==> config.mk <==
export PLATFORM = sky130hd
export DESIGN_NAME = bcd_to_bin_flat
export DESIGN_NICKNAME = d
export VERILOG_FILES = /design/src/rtl/bcd_to_bin_pkg.sv /design/src/rtl/bcd_to_bin_if.sv /design/src/rtl/bcd_to_bin_nibble_sub3.sv /design/src/rtl/bcd_to_bin.sv /design/src/flat_wrapper.sv
export SDC_FILE = /design/constraint.sdc
export NUM_CORES = 1
export LEC_CHECK = 0
export ABC_AREA = 1
export BUFFER_PORTS_ARGS = -buffer_cell sky130_fd_sc_hd__buf_2
export CORE_ASPECT_RATIO = 0.8
export CORE_MARGIN = 5
export CORE_UTILIZATION = 55
export DETAILED_ROUTE_END_ITERATION = 7
export PLACE_DENSITY = 0.77
export SLEW_MARGIN = 25
export SYNTH_ARGS = -nofsm -noshare
export SYNTH_HDL_FRONTEND = slang
export SYNTH_SLANG_ARGS = --single-unit
==> constraint.sdc <==
create_clock -name sys_clk -period 2.9 [get_ports sys_clk]
set_clock_uncertainty 0.05 [all_clocks]
set_input_delay 0.58 -clock sys_clk [delete_from_list [all_inputs] [get_ports sys_clk]]
set_output_delay 0.58 -clock sys_clk [all_outputs]
set_load 0.05 [all_outputs]
==> src/rtl/bcd_to_bin_pkg.sv <==
`default_nettype none
// ============================================================================
// Module   : bcd_pkg
// Brief    : Shared sizing, state encoding and nibble constants for the
//            reverse double-dabble BCD-to-binary converter.
// Revision : 1.0 - initial release
// ============================================================================
package bcd_pkg;

  // Six decimal digits in, twenty binary bits out (999999 < 2^20).
  localparam int BCD_DIGITS = 6;
  localparam int BIN_W      = 20;
  localparam int BCD_W      = 4 * BCD_DIGITS;
  localparam int SHIFT_W    = BCD_W + BIN_W;
  localparam int CNT_W      = $clog2(BIN_W);

  // A nibble at or above 8 after a right shift came from a decimal carry.
  localparam logic [3:0] ADJ_THRESH = 4'd8;
  localparam logic [3:0] ADJ_VAL    = 4'd3;
  localparam logic [3:0] DIGIT_MAX  = 4'd9;

  typedef enum logic [1:0] {
    IDLE = 2'd0,
    CONV = 2'd1,
    DONE = 2'd2
  } state_t;

  // True when a nibble holds a legal decimal digit.
  function automatic logic digit_ok(input logic [3:0] d);
    return (d <= DIGIT_MAX);
  endfunction

endpackage
`default_nettype wire

==> src/rtl/bcd_to_bin_if.sv <==
`default_nettype none
// ============================================================================
// Module   : bcd_to_bin_if
// Brief    : Start/busy/valid handshake plus digit and result bus of the
//            BCD-to-binary converter.
// Revision : 1.0 - initial release
// ============================================================================
interface bcd_to_bin_if;
  import bcd_pkg::*;

  logic             start;
  logic [3:0]       unit;
  logic [3:0]       ten;
  logic [3:0]       hun;
  logic [3:0]       tho;
  logic [3:0]       t_tho;
  logic [3:0]       h_hun;
  logic [BIN_W-1:0] data;
  logic             data_valid;
  logic             busy;
  logic             digit_err;

  // Requester side: supplies digits and start, consumes the result.
  modport master (
    output start, unit, ten, hun, tho, t_tho, h_hun,
    input  data, data_valid, busy, digit_err
  );

  // Converter side.
  modport slave (
    input  start, unit, ten, hun, tho, t_tho, h_hun,
    output data, data_valid, busy, digit_err
  );

endinterface
`default_nettype wire

==> src/rtl/bcd_to_bin_nibble_sub3.sv <==
`default_nettype none
// ============================================================================
// Module   : bcd_nibble_sub3
// Brief    : Combinational per-nibble correction: subtract 3 when >= 8.
// Revision : 1.0 - initial release
// ============================================================================
module bcd_nibble_sub3
  import bcd_pkg::*;
(
  input  wire logic [3:0] nib_in,
  output logic      [3:0] nib_out
);

  // Undo the half-weight carry that a right shift moved into this digit.
  always_comb begin
    nib_out = nib_in;
    if (nib_in >= ADJ_THRESH) begin
      nib_out = nib_in - ADJ_VAL;
    end
  end

endmodule
`default_nettype wire

==> src/rtl/bcd_to_bin.sv <==
`default_nettype none
// ============================================================================
// Module   : bcd_to_bin
// Brief    : Sequential 6-digit BCD to 20-bit binary converter using reverse
//            double-dabble, one iteration per clock, start/busy/valid.
// Revision : 1.0 - initial release
// ============================================================================
module bcd_to_bin
  import bcd_pkg::*;
(
  input  wire logic     sys_clk,
  input  wire logic     sys_rst,
  bcd_to_bin_if.slave   bus
);

  localparam logic [CNT_W-1:0] c_cnt_last = CNT_W'(BIN_W - 1);

  state_t             r_state;
  state_t             w_state_nxt;
  logic [SHIFT_W-1:0] r_shift;
  logic [CNT_W-1:0]   r_cnt;
  logic [BIN_W-1:0]   r_data;
  logic               r_data_valid;
  logic               r_busy;
  logic               r_digit_err;

  logic               w_digits_ok;
  logic               w_accept;
  logic               w_reject;
  logic [SHIFT_W-1:0] w_load;
  logic [SHIFT_W-1:0] w_shifted;
  logic [SHIFT_W-1:0] w_iter;

  assign w_digits_ok = digit_ok(bus.unit)  && digit_ok(bus.ten)   &&
                       digit_ok(bus.hun)   && digit_ok(bus.tho)   &&
                       digit_ok(bus.t_tho) && digit_ok(bus.h_hun);

  assign w_load    = {bus.h_hun, bus.t_tho, bus.tho, bus.hun, bus.ten,
                      bus.unit, {BIN_W{1'b0}}};
  assign w_shifted = {1'b0, r_shift[SHIFT_W-1:1]};

  // The binary field passes through; only the BCD nibbles get corrected.
  assign w_iter[BIN_W-1:0] = w_shifted[BIN_W-1:0];

  generate
    for (genvar gi = 0; gi < BCD_DIGITS; gi++) begin : g_nib
      bcd_nibble_sub3 u_sub3 (
        .nib_in  (w_shifted[BIN_W + 4*gi +: 4]),
        .nib_out (w_iter[BIN_W + 4*gi +: 4])
      );
    end
  endgenerate

  // State register.
  always_ff @(posedge sys_clk) begin
    if (sys_rst) begin
      r_state <= IDLE;
    end else begin
      r_state <= w_state_nxt;
    end
  end

  // Next-state decode and start acceptance/rejection.
  always_comb begin
    w_state_nxt = r_state;
    w_accept    = 1'b0;
    w_reject    = 1'b0;
    case (r_state)
      IDLE: begin
        if (bus.start) begin
          if (w_digits_ok) begin
            w_accept    = 1'b1;
            w_state_nxt = CONV;
          end else begin
            w_reject    = 1'b1;
          end
        end
      end
      CONV: begin
        if (r_cnt == c_cnt_last) begin
          w_state_nxt = DONE;
        end
      end
      DONE: begin
        w_state_nxt = IDLE;
      end
      default: begin
        w_state_nxt = IDLE;
      end
    endcase
  end

  // Datapath, iteration counter and registered outputs.
  always_ff @(posedge sys_clk) begin
    if (sys_rst) begin
      r_shift      <= '0;
      r_cnt        <= '0;
      r_data       <= '0;
      r_data_valid <= 1'b0;
      r_busy       <= 1'b0;
      r_digit_err  <= 1'b0;
    end else begin
      r_data_valid <= 1'b0;
      r_digit_err  <= w_reject;
      case (r_state)
        IDLE: begin
          if (w_accept) begin
            r_shift <= w_load;
            r_cnt   <= '0;
            r_busy  <= 1'b1;
          end
        end
        CONV: begin
          r_shift <= w_iter;
          r_cnt   <= r_cnt + 1'b1;
        end
        DONE: begin
          r_data       <= r_shift[BIN_W-1:0];
          r_data_valid <= 1'b1;
          r_busy       <= 1'b0;
        end
        default: begin
          r_busy <= 1'b0;
        end
      endcase
    end
  end

  // Every decimal weight must have drained into the binary field by DONE.
  always_ff @(posedge sys_clk) begin
    if (!sys_rst && r_state == DONE) begin
      assert (r_shift[SHIFT_W-1:BIN_W] == '0);
    end
  end

  assign bus.data       = r_data;
  assign bus.data_valid = r_data_valid;
  assign bus.busy       = r_busy;
  assign bus.digit_err  = r_digit_err;

endmodule
`default_nettype wire

==> src/flat_wrapper.sv <==
// flat-port wrapper written by rule: the top's interface ports become plain ports
module bcd_to_bin_flat import bcd_pkg::*;
  (sys_clk, sys_rst, bus_start, bus_unit, bus_ten, bus_hun, bus_tho, bus_t_tho, bus_h_hun, bus_data, bus_data_valid, bus_busy, bus_digit_err);
  bcd_to_bin_if bus_i ();
  input  wire logic sys_clk;
  input  wire logic sys_rst;
  input wire logic [$bits(bus_i.start)-1:0] bus_start;
  input wire logic [$bits(bus_i.unit)-1:0] bus_unit;
  input wire logic [$bits(bus_i.ten)-1:0] bus_ten;
  input wire logic [$bits(bus_i.hun)-1:0] bus_hun;
  input wire logic [$bits(bus_i.tho)-1:0] bus_tho;
  input wire logic [$bits(bus_i.t_tho)-1:0] bus_t_tho;
  input wire logic [$bits(bus_i.h_hun)-1:0] bus_h_hun;
  output wire logic [$bits(bus_i.data)-1:0] bus_data;
  output wire logic [$bits(bus_i.data_valid)-1:0] bus_data_valid;
  output wire logic [$bits(bus_i.busy)-1:0] bus_busy;
  output wire logic [$bits(bus_i.digit_err)-1:0] bus_digit_err;
  assign bus_i.start = bus_start;
  assign bus_i.unit = bus_unit;
  assign bus_i.ten = bus_ten;
  assign bus_i.hun = bus_hun;
  assign bus_i.tho = bus_tho;
  assign bus_i.t_tho = bus_t_tho;
  assign bus_i.h_hun = bus_h_hun;
  assign bus_data = bus_i.data;
  assign bus_data_valid = bus_i.data_valid;
  assign bus_busy = bus_i.busy;
  assign bus_digit_err = bus_i.digit_err;
  bcd_to_bin u_core (.sys_clk(sys_clk), .sys_rst(sys_rst), .bus(bus_i));
endmodule
==> out/summary.txt, run 1 <==
Slowest Stage Delay on Critical Path = 270 ps
WP buf/inv = 2
Worst EP required = 3090 ps
Core Area = 0.00601 mm^2
Routed WL per cell = 12.6 um
Sw Pwr = 492 uW
Tcrit/Tclk final = 57.9%
Post-Syn Instances = 475
Detail Route Antenna Nets = 0
Global route overflow = 0
Hold Fails Final Rpt = 0
Min-delay worst type = flip-flop to flip-flop
CP Capture Type = flip-flop
CTS resizes = 0
Initial Util = 57.5%
Aggregate global-route resource usage = 19.8%
Num rows = 25
Clock transition at path regs = 80 ps
Drt pass-1 iters = 4
Worst setup margin = 1220 ps
Via count = 3,131
Clock sinks = 74
Maxcap violations = 0
Die width = 98.6 um
IO Pins = 50
Ys Warns = 0
Power Dens Cells = 529 mW/mm^2
Skew-Pair Late Insertion Delay = 340 ps
Max-slew violations = 0
Clock power share = 41.2%
Area delta synth->final = 13.5%
Critical Path Most Common Cell = nor2_1
Sequential share of power = 50.6%
Syn Area/Cell = 7.26 um^2
Nets = 554
Unrepaired setup endpoints after global routing = no
Flop2flop setup slack = 1230 ps
Max IR drop VDD = 312 uV
DRT iter0 DRCs = 124
Util after Layout = 65.2%
Routability congestion estimate = 0.780
CTS Buf Count = 9
Critical path cell sequence = buf_2 > o21ai_0 > o21a_2 > nand3_4 > nand2_4 > inv_2 > nor2_1 > nor2_1
Worst setup path category = input port to flip-flop
Initial antenna violation count = 0
CTS tree = built
Family with the most delay on the worst path = compound AO/OA/AOI/OAI gates
Vias in the first global route = 2,965
Largest net degree at the start of global routing = 53
DIE HEIGHT = 80.8 um
H-tree levels = 3
DR DRC count = 0
Final setup fails = 0
Share of cells above drive strength 1 = 17.3%
Switch share = 23.8%
Post-Route WL = 7580 um
Maximum clock path buffer count = 2
Root Driver = clkbuf_8
Register bit count reported by yosys = 74
Commonest cells after routing, fill and taps aside = nand2_1, nor2_1, dfxtp_1
Fmax = 595 MHz
DP Wirelength = 5100 um
CTS Hold Bufs = 0
DR vias/cell = 5.20
Post-Syn Nets = 513
Hold_ws = 419 ps
Outcome = finished clean
Setup TNS = 0 ps
Diode count = 0
Top cells by area, synth = dfxtp_1, nand2_1, nor2_1
Leakage = 1.86 nW
Leading area contributor after synthesis = dfxtp_1
Synth cell types = 30
Min Tclk post-route = 1680 ps
Post-place setup slack = 860 ps
Logic pwr share = 8.2%
Commonest non-fill, non-tap cell in the layout = nand2_1
Post-synthesis sequential area ratio = 42.9%
Slew HR = 68.4%
Cell-internal power = 1.58 mW
Synthesized area = 0.00345 mm^2
Startpoint Class = input port
Die area = 0.00797 mm^2
Worst path arrival time = 1870 ps
Postcts setup bufs = 0
Port-buffer cells = 49
Worst Tran Pin Value = 473 ps
Share of the synthesized area in the top cell type = 42.9%
Slowest cell on the critical path = o21ai_0
First-pass GRT wire length = 13,000 um
Crit path max fanout = 18
==> layer usage <==
layer,up-vias,part of all wire (%),GRT usage [%]
li1,1622,-,-
met2,78,48,35.2
met3,14,5.0,5.06
met5,-,0,0
met1,1417,46,23.7
met4,0,1.4,6.41
==> cell type report <==
cell class / count / area [um^2]
Clock buffer: 11 / 131
Clock inverter: 5 / 78.8
Fill cell: 550 / 2090
Inverter: 41 / 154
Multi-Input combinational cell: 335 / 1670
Sequential cell: 74 / 1480
Tap cell: 81 / 101
Timing Repair Buffer: 55 / 303
==> through the flow <==
| step | area, um^2 | std cells | power [mW] |
|---|---|---|---|
| final | 3920 | 602 | 2.07 |
| after CTS | 3920 | 602 | 2.09 |
| after global routing | 3920 | 602 | 2.16 |
| after global placement | 3710 | 586 | 1.23 |
| after floorplan | 3450 | 475 | 1.19 |
| after detailed placement | 3710 | 586 | 1.24 |
==> state kept, by name, summed over array words and instances, names as in the netlist <==
name                   cells
u_core.r_shift            44
u_core.bus.data           20
u_core.r_cnt               5
u_core.r_state             2
u_core.bus.busy            1
u_core.bus.data_valid      1
u_core.bus.digit_err       1
==> Yosys cell counts (all sizes together) <==
library cell and count:
o21a 1, clkbuf 5, buf 20, o21ai 63
dfxtp 74, clkinv 1, nand3 33, or2 1
nand2 93, nand4 2, a21oi 30, nor3 2
o31ai 4, nand3b 1, ha 11, nor2 83
nor3b 1, o22ai 10, inv 40
==> cells by family after synthesis <==
kind of cell | share of synthesized area [%]
AOI/OAI and AO/OA | 16.4
buffers and inverters | 8.77
and+or+nand+nor | 27.9
adders and majority gates | 3.99
DFF | 42.9
==> path summary, 6_finish.rpt <==
path | depth (start not counted) | startpoint | to
max | 8 | bus_hun[1] | u_core.r_shift[37]
min | 2 | u_core.r_shift[12] | u_core.r_shift[11]
max reg2reg | 8 | u_core.r_state[1] | u_core.r_shift[20]
min reg2reg | 2 | u_core.r_shift[12] | u_core.r_shift[11]
==> power groups by stage <==
| stage | Sequential [mW] | Clock, mW | Combinational (mW) |
|---|---|---|---|
| 5_1_grt | 1.05 | 0.919 | 0.192 |
| 6_report | 1.05 | 0.854 | 0.170 |
| 3_5_place_dp | 1.07 | 0 | 0.169 |
| 3_3_place_gp | 1.07 | 0 | 0.165 |
| 4_1_cts | 1.05 | 0.872 | 0.170 |
| 2_1_floorplan | 1.07 | 0 | 0.120 |
==> worst min-delay path: cells and delay by family (launching register included) <==
kind | cells | cell delay (ps)
AO/OA/AOI/OAI | 1 | 50
flip-flops | 1 | 330
AND/OR/NAND/NOR | 1 | 50
(Power assumes the default switching activity.)
==> run 2: changes to the inputs <==
clock period = 1.6 ns   (was 2.9 ns; I/O delays follow)
==> run 2 against run 1 <==
Die area unchanged. First-iteration DRC count increased by 56%. Wire length increased by 1.2%. Global-route usage increased by 1.5 points. Utilization increased by 1.5 points. Sequential share of layout area decreased by 0.82 points. Flip-flop and latch count unchanged. Via count increased by 1.5%. Register-to-register slack got worse by 1000 ps.
==> out/summary.txt, run 2 (synthesis results as in run 1) <==
Outcome = finished clean
Commonest non-fill, non-tap cell in the layout = nand2_1
Largest net degree at the start of global routing = 47 (-11%)
Reg-to-Reg Start = u_core.r_state[1]
Nets = 562 (+1.4%)
Reg2reg end = u_core.r_shift[39]
Tot Pwr = 3.84 mW (+85%)
Slew HR = 74.5% (+6.1 points)
Area of the multi-input gates = 0.00167 mm^2 (unchanged)
Via count = 3,179 (+1.5%)
Maximum clock path buffer count = 2 (unchanged)
Routing usage on met1 = 27.4% (+3.7 points)
Min-delay worst type = input port to flip-flop
Hold depth = 3 (+1)
Final setup fails = 0 (unchanged)
Worst setup path category = flip-flop to flip-flop
Post-Route WL = 7680 um (+1.2%)
DIE HEIGHT = 80.8 um (unchanged)
Diode count = 0 (unchanged)
CTS Hold Bufs = 0 (unchanged)
DR DRC count = 0 (unchanged)
Flop2flop setup slack = 190 ps (-1040 ps)
Maxcap violations = 0 (unchanged)
Routed WL per cell = 12.6 um (about the same)
Core Area = 0.00601 mm^2 (unchanged)
Slowest Stage Delay on Critical Path = 380 ps (+110 ps)
Hold Fails Final Rpt = 0 (unchanged)
Initial Util = 57.5% (unchanged)
Most used routing layer = met2
IO Pins = 50 (unchanged)
CP Capture Type = flip-flop
Root Driver = clkbuf_8
Leakage = 1.90 nW (+2.3%)
Skew-Pair Late Insertion Delay = 350 ps (about the same)
Fmax = 708 MHz
Share of cells above drive strength 1 = 19.1% (+1.8 points)
Global route overflow = 0 (unchanged)
Slowest cell on the critical path = dfxtp_1
Worst EP required = 1840 ps (-1250 ps)
Area delta synth->final = 16.1%
Global Route met3 Usage = 6.27% (+1.2 points)
Tcrit/Tclk final = 88.3%
Max FFs per register = 44 (unchanged)
Vias in the first global route = 2,951 (-0.47%)
Area after DPL = 0.00378 mm^2 (+2.0%)
Port-buffer cells = 49 (unchanged)
Sequential cell area = 0.00148 mm^2 (about the same)
Routability congestion estimate = 0.852 (+9.2%)
Critical path cell sequence = nor2_2 > inv_2 > buf_12 > nand2_4 > inv_2 > nor2_1 > nor2_1
Worst Tran Pin Value = 382 ps (-91.6 ps)
First-pass GRT wire length = 13,700 um (+5.3%)
CTS tree = built
Num rows = 25 (unchanged)
Register name with the most flops = u_core.r_shift
Detail Route Antenna Nets = 0 (unchanged)
Hold endpoint = u_core.r_shift[43]
Min Tclk post-route = 1410 ps
# fillers = 535 (-2.7%)
Die width = 98.6 um (unchanged)
Post-route cell area = 0.00401 mm^2 (+2.3%)
DR vias/cell = 5.21 (+0.20%)
Commonest cells after routing, fill and taps aside = nand2_1, nor2_1, dfxtp_1
Die area = 0.00797 mm^2 (unchanged)
Global Route met2 Usage = 35.0% (-0.20 points)
Aggregate global-route resource usage = 21.3% (+1.5 points)
Worst path arrival time = 1650 ps (-220 ps)
R2R depth = 7 (-1)
DP Wirelength = 5300 um (+4.0%)
Drt pass-1 iters = 5 (+1)
DRT iter0 DRCs = 193 (+56%)
H-tree levels = 3 (unchanged)
Power Dens Cells = 958 mW/mm^2 (+81%)
Initial antenna violation count = 0 (unchanged)
Startpoint Class = flip-flop
Unrepaired setup endpoints after global routing = no
Crit path max fanout = 46 (+28)
Clock transition at path regs = 80 ps (about the same)
Clock sinks = 74 (unchanged)
Setup TNS = 0 ps (unchanged)
CTS Buf Count = 9 (unchanged)
Max IR drop VDD = 561 uV (+80%)
Hold Path Origin = bus_h_hun[3]
Max-slew violations = 0 (unchanged)
-- run 2: changes by cell type in the layout (fill, tap and decap cells not counted) --
| cell | delta |
|---|---|
| buf_12 | +1 |
| inv_6 | +1 |
| clkinv_4 | -1 |
| clkbuf_1 | -2 |
| clkinvlp_4 | +2 |
| dfxtp_2 | +1 |
| clkbuf_8 | +1 |
| buf_4 | +7 |
| clkinv_2 | -1 |
| dfxtp_1 | -1 |
-- run 2: final cells by class --
type / count / area share, %
tap: 81 / 2.53
clock inverter: 6 / 2.22
clock buffer: 10 / 3.44
multi-input combinational: 335 / 41.6
inverter: 41 / 3.84
timing repair buffer: 63 / 9.37
sequential: 74 / 37.0
-- run 2: timing repair --
action / in CTS / in global routing
setup buffers: 0 / 0
setup endpoints to repair: 0 / 1
resized for setup: 0 / 1
-- run 2: worst max path at each step --
stage	endpoint	cells after the start	startpoint	slack, ps
after floorplan	u_core.r_shift[31]	9	bus_ten[1]	240
after global placement	u_core.r_shift[27]	9	bus_unit[1]	120
after detailed placement	u_core.r_shift[38]	9	bus_unit[1]	60
after CTS	u_core.r_shift[38]	8	u_core.r_state[0]	170
after global routing	u_core.r_shift[15]	5	u_core.r_state[1]	20
final	u_core.r_shift[39]	7	u_core.r_state[1]	190
-- run 2: worst max-delay path, delay by kind of cell, from the launching register on --
kind | cells | cell delay (ps)
flip-flops | 1 | 380
AND/OR/NAND/NOR | 4 | 340
buffers and inverters | 3 | 560
-- run 2: report_power, final --
group	leakage [nW]	total (mW)	internal, mW	switching (mW)
registers	0.598	1.90	1.87	0.0253
logic	1.19	0.316	0.119	0.197
clock network	0.109	1.62	0.922	0.699
total	1.90	3.84	2.91	0.922
-- run 2: layer usage --
layer,part of all wire [%],up-vias
met4,1.1,0
met1,45,1456
met2,48,74
li1,-,1643
met5,0,-
met3,5.6,6
-- run 2: stage by stage --
stage	hold slack (ps)	cells	worst slack, ps	utilization, %
global route	190	610	24.6	66.7
global placement	384	594	119	62.9
detailed placement	398	594	57.3	62.9
floorplan	370	475	239	-
CTS	166	610	167	66.7
finish	173	610	187	66.7
==> run 3: changes to the inputs <==
CTS_CLUSTER_DIAMETER = 120   (was default)
MAX_ROUTING_LAYER = met4   (was default)
==> run 3 against run 2 <==
Setup slack gained 8.0 ps. Worst hold slack gained 1.9 ps. Flip-flop and latch count is the same. Wire length fell by 0.14%. Maximum frequency increased by 0.57%. Design area unchanged. Highest routed layer unchanged. Largest cell class unchanged. Register-to-register slack about the same. Via count stayed put.
==> out/summary.txt, run 3 (synthesis results as in run 1) <==
Drt pass-1 iters = 4 (-1)
DP Wirelength = 5300 um (unchanged)
Nets = 562 (unchanged)
Startpoint Class = flip-flop
Setup TNS = 0 ps (unchanged)
CTS Hold Bufs = 0 (unchanged)
Worst Tran Pin Value = 389 ps (+7.23 ps)
Via count = 3,179 (unchanged)
Die area = 0.00797 mm^2 (unchanged)
Post-Route WL = 7670 um (-0.14%)
First-pass GRT wire length = 13,700 um (unchanged)
DIE HEIGHT = 80.8 um (unchanged)
Worst path arrival time = 1640 ps (about the same)
Critical path cell sequence = nor2_2 > inv_2 > buf_12 > nand2_4 > inv_2 > nor2_1 > nor2_1
Worst setup path category = flip-flop to flip-flop
Max-slew violations = 0 (unchanged)
Core Area = 0.00601 mm^2 (unchanged)
Placed insts = 594 (unchanged)
DR vias/cell = 5.21 (unchanged)
Detail Route Antenna Nets = 0 (unchanged)
Worst EP required = 1840 ps (about the same)
Diode count = 0 (unchanged)
Port-buffer cells = 49 (unchanged)
DR DRC count = 0 (unchanged)
Sequential cell area = 0.00148 mm^2 (unchanged)
Min-delay worst type = input port to flip-flop
CTS tree = built
Final setup fails = 0 (unchanged)
Area delta synth->final = 16.1% (unchanged)
Skew-Pair Late Insertion Delay = 350 ps (about the same)
H-tree levels = 3 (unchanged)
WP buf/inv = 3 (unchanged)
Num rows = 25 (unchanged)
Area of the multi-input gates = 0.00167 mm^2 (unchanged)
Outcome = finished clean
CTS Buf Count = 9 (unchanged)
Initial antenna violation count = 0 (unchanged)
Share of cells above drive strength 1 = 19.1% (unchanged)
Power Dens Cells = 958 mW/mm^2 (about the same)
Clock transition at path regs = 80 ps (about the same)
# fillers = 535 (unchanged)
CP Capture Type = flip-flop
Commonest cells after routing, fill and taps aside = nand2_1, nor2_1, dfxtp_1
Global route overflow = 0 (unchanged)
Final Instance Count excl. Fillers = 610 (unchanged)
Leakage = 1.90 nW (unchanged)
Register name with the most flops = u_core.r_shift
Tcrit/Tclk final = 87.8% (-0.50 points)
Root Driver = clkbuf_8
Clock sinks = 74 (unchanged)
Initial Util = 57.5% (unchanged)
Family with the most delay on the worst path = buffers and inverters
Hold Fails Final Rpt = 0 (unchanged)
DRT iter0 DRCs = 193 (unchanged)
IO Pins = 50 (unchanged)
Fmax = 712 MHz (+0.57%)
Largest net degree at the start of global routing = 47 (unchanged)
Maximum clock path buffer count = 2 (unchanged)
Routability congestion estimate = 0.866 (+1.6%)
Slowest cell on the critical path = dfxtp_1
Min Tclk post-route = 1410 ps (-8.00 ps)
Max FFs per register = 44 (unchanged)
Aggregate global-route resource usage = 22.0% (+0.63 points)
Max IR drop VDD = 558 uV (-0.47%)
Crit path max fanout = 46 (unchanged)
Maxcap violations = 0 (unchanged)
Die width = 98.6 um (unchanged)
Unrepaired setup endpoints after global routing = no
Routed WL per cell = 12.6 um (-0.14%)
Vias in the first global route = 2,951 (unchanged)
Commonest non-fill, non-tap cell in the layout = nand2_1
Slew HR = 74.0% (-0.48 points)
Slowest Stage Delay on Critical Path = 380 ps (about the same)
-- run 3: cell counts in the layout (fill, tap and decap cells not counted) --
Identical to the previous run, type by type.
-- run 3: worst paths after layout --
kind	slack (ps)	end	start	cells past startpoint
worst max-delay path	190	u_core.r_shift[39]	u_core.r_state[1]	7
worst min-delay path	170	u_core.r_shift[43]	bus_h_hun[3]	3
worst max register to register	190	u_core.r_shift[39]	u_core.r_state[1]	7
worst min register to register	410	u_core.r_shift[12]	u_core.r_shift[13]	2
-- run 3: final cells by class --
type,count,share of cell area (%)
clock inverters,6,2.22
flip-flops and latches,74,37.0
clock buffers,10,3.44
repair buffers,63,9.37
multi-input cells,335,41.6
inverters,41,3.84
well taps,81,2.53
-- run 3: what timing repair did --
| action | 4_1_cts | 5_1_grt |
|---|---|---|
| gates resized for setup | 0 | 1 |
| buffers inserted | 0 | 0 |
| endpoints found under the hold margin | 0 | 0 |
| setup endpoints to repair | 0 | 1 |
-- run 3: worst register-to-register path: stages, from the launching register on --
cell and delay, ps:
dfxtp_1 380, nor2_2 70, inv_2 70, buf_12 220, nand2_4 90, inv_2 260, nor2_1 80, nor2_1 110
-- run 3: metrics by stage --
stage | total power [mW] | util, % | setup slack [ps] | area (um^2) | hold WS (ps)
global route | 4.02 | 66.7 | 24.6 | 4010 | 190
floorplan | 2.16 | - | 239 | 3450 | 370
global placement | 2.25 | 62.9 | 119 | 3780 | 384
finish | 3.84 | 66.7 | 195 | 4010 | 175
detailed placement | 2.26 | 62.9 | 57.3 | 3780 | 398
CTS | 3.86 | 66.7 | 167 | 4010 | 166
-- run 3: per-layer routing --
| layer | track usage (%) | up-vias | share of wire [%] |
|---|---|---|---|
| li1 | - | 1641 | - |
| met1 | 27.4 | 1439 | 44 |
| met2 | 35.0 | 93 | 48 |
| met3 | 6.18 | 6 | 7.1 |
| met4 | 6.55 | 0 | 1.1 |
| met5 | - | - | 0 |
-- run 3: power by group --
part	switching, mW	internal, mW	leakage (nW)
Sequential	0.0255	1.87	0.598
Clock	0.701	0.922	0.109
Combinational	0.197	0.119	1.19
Total	0.923	2.91	1.90
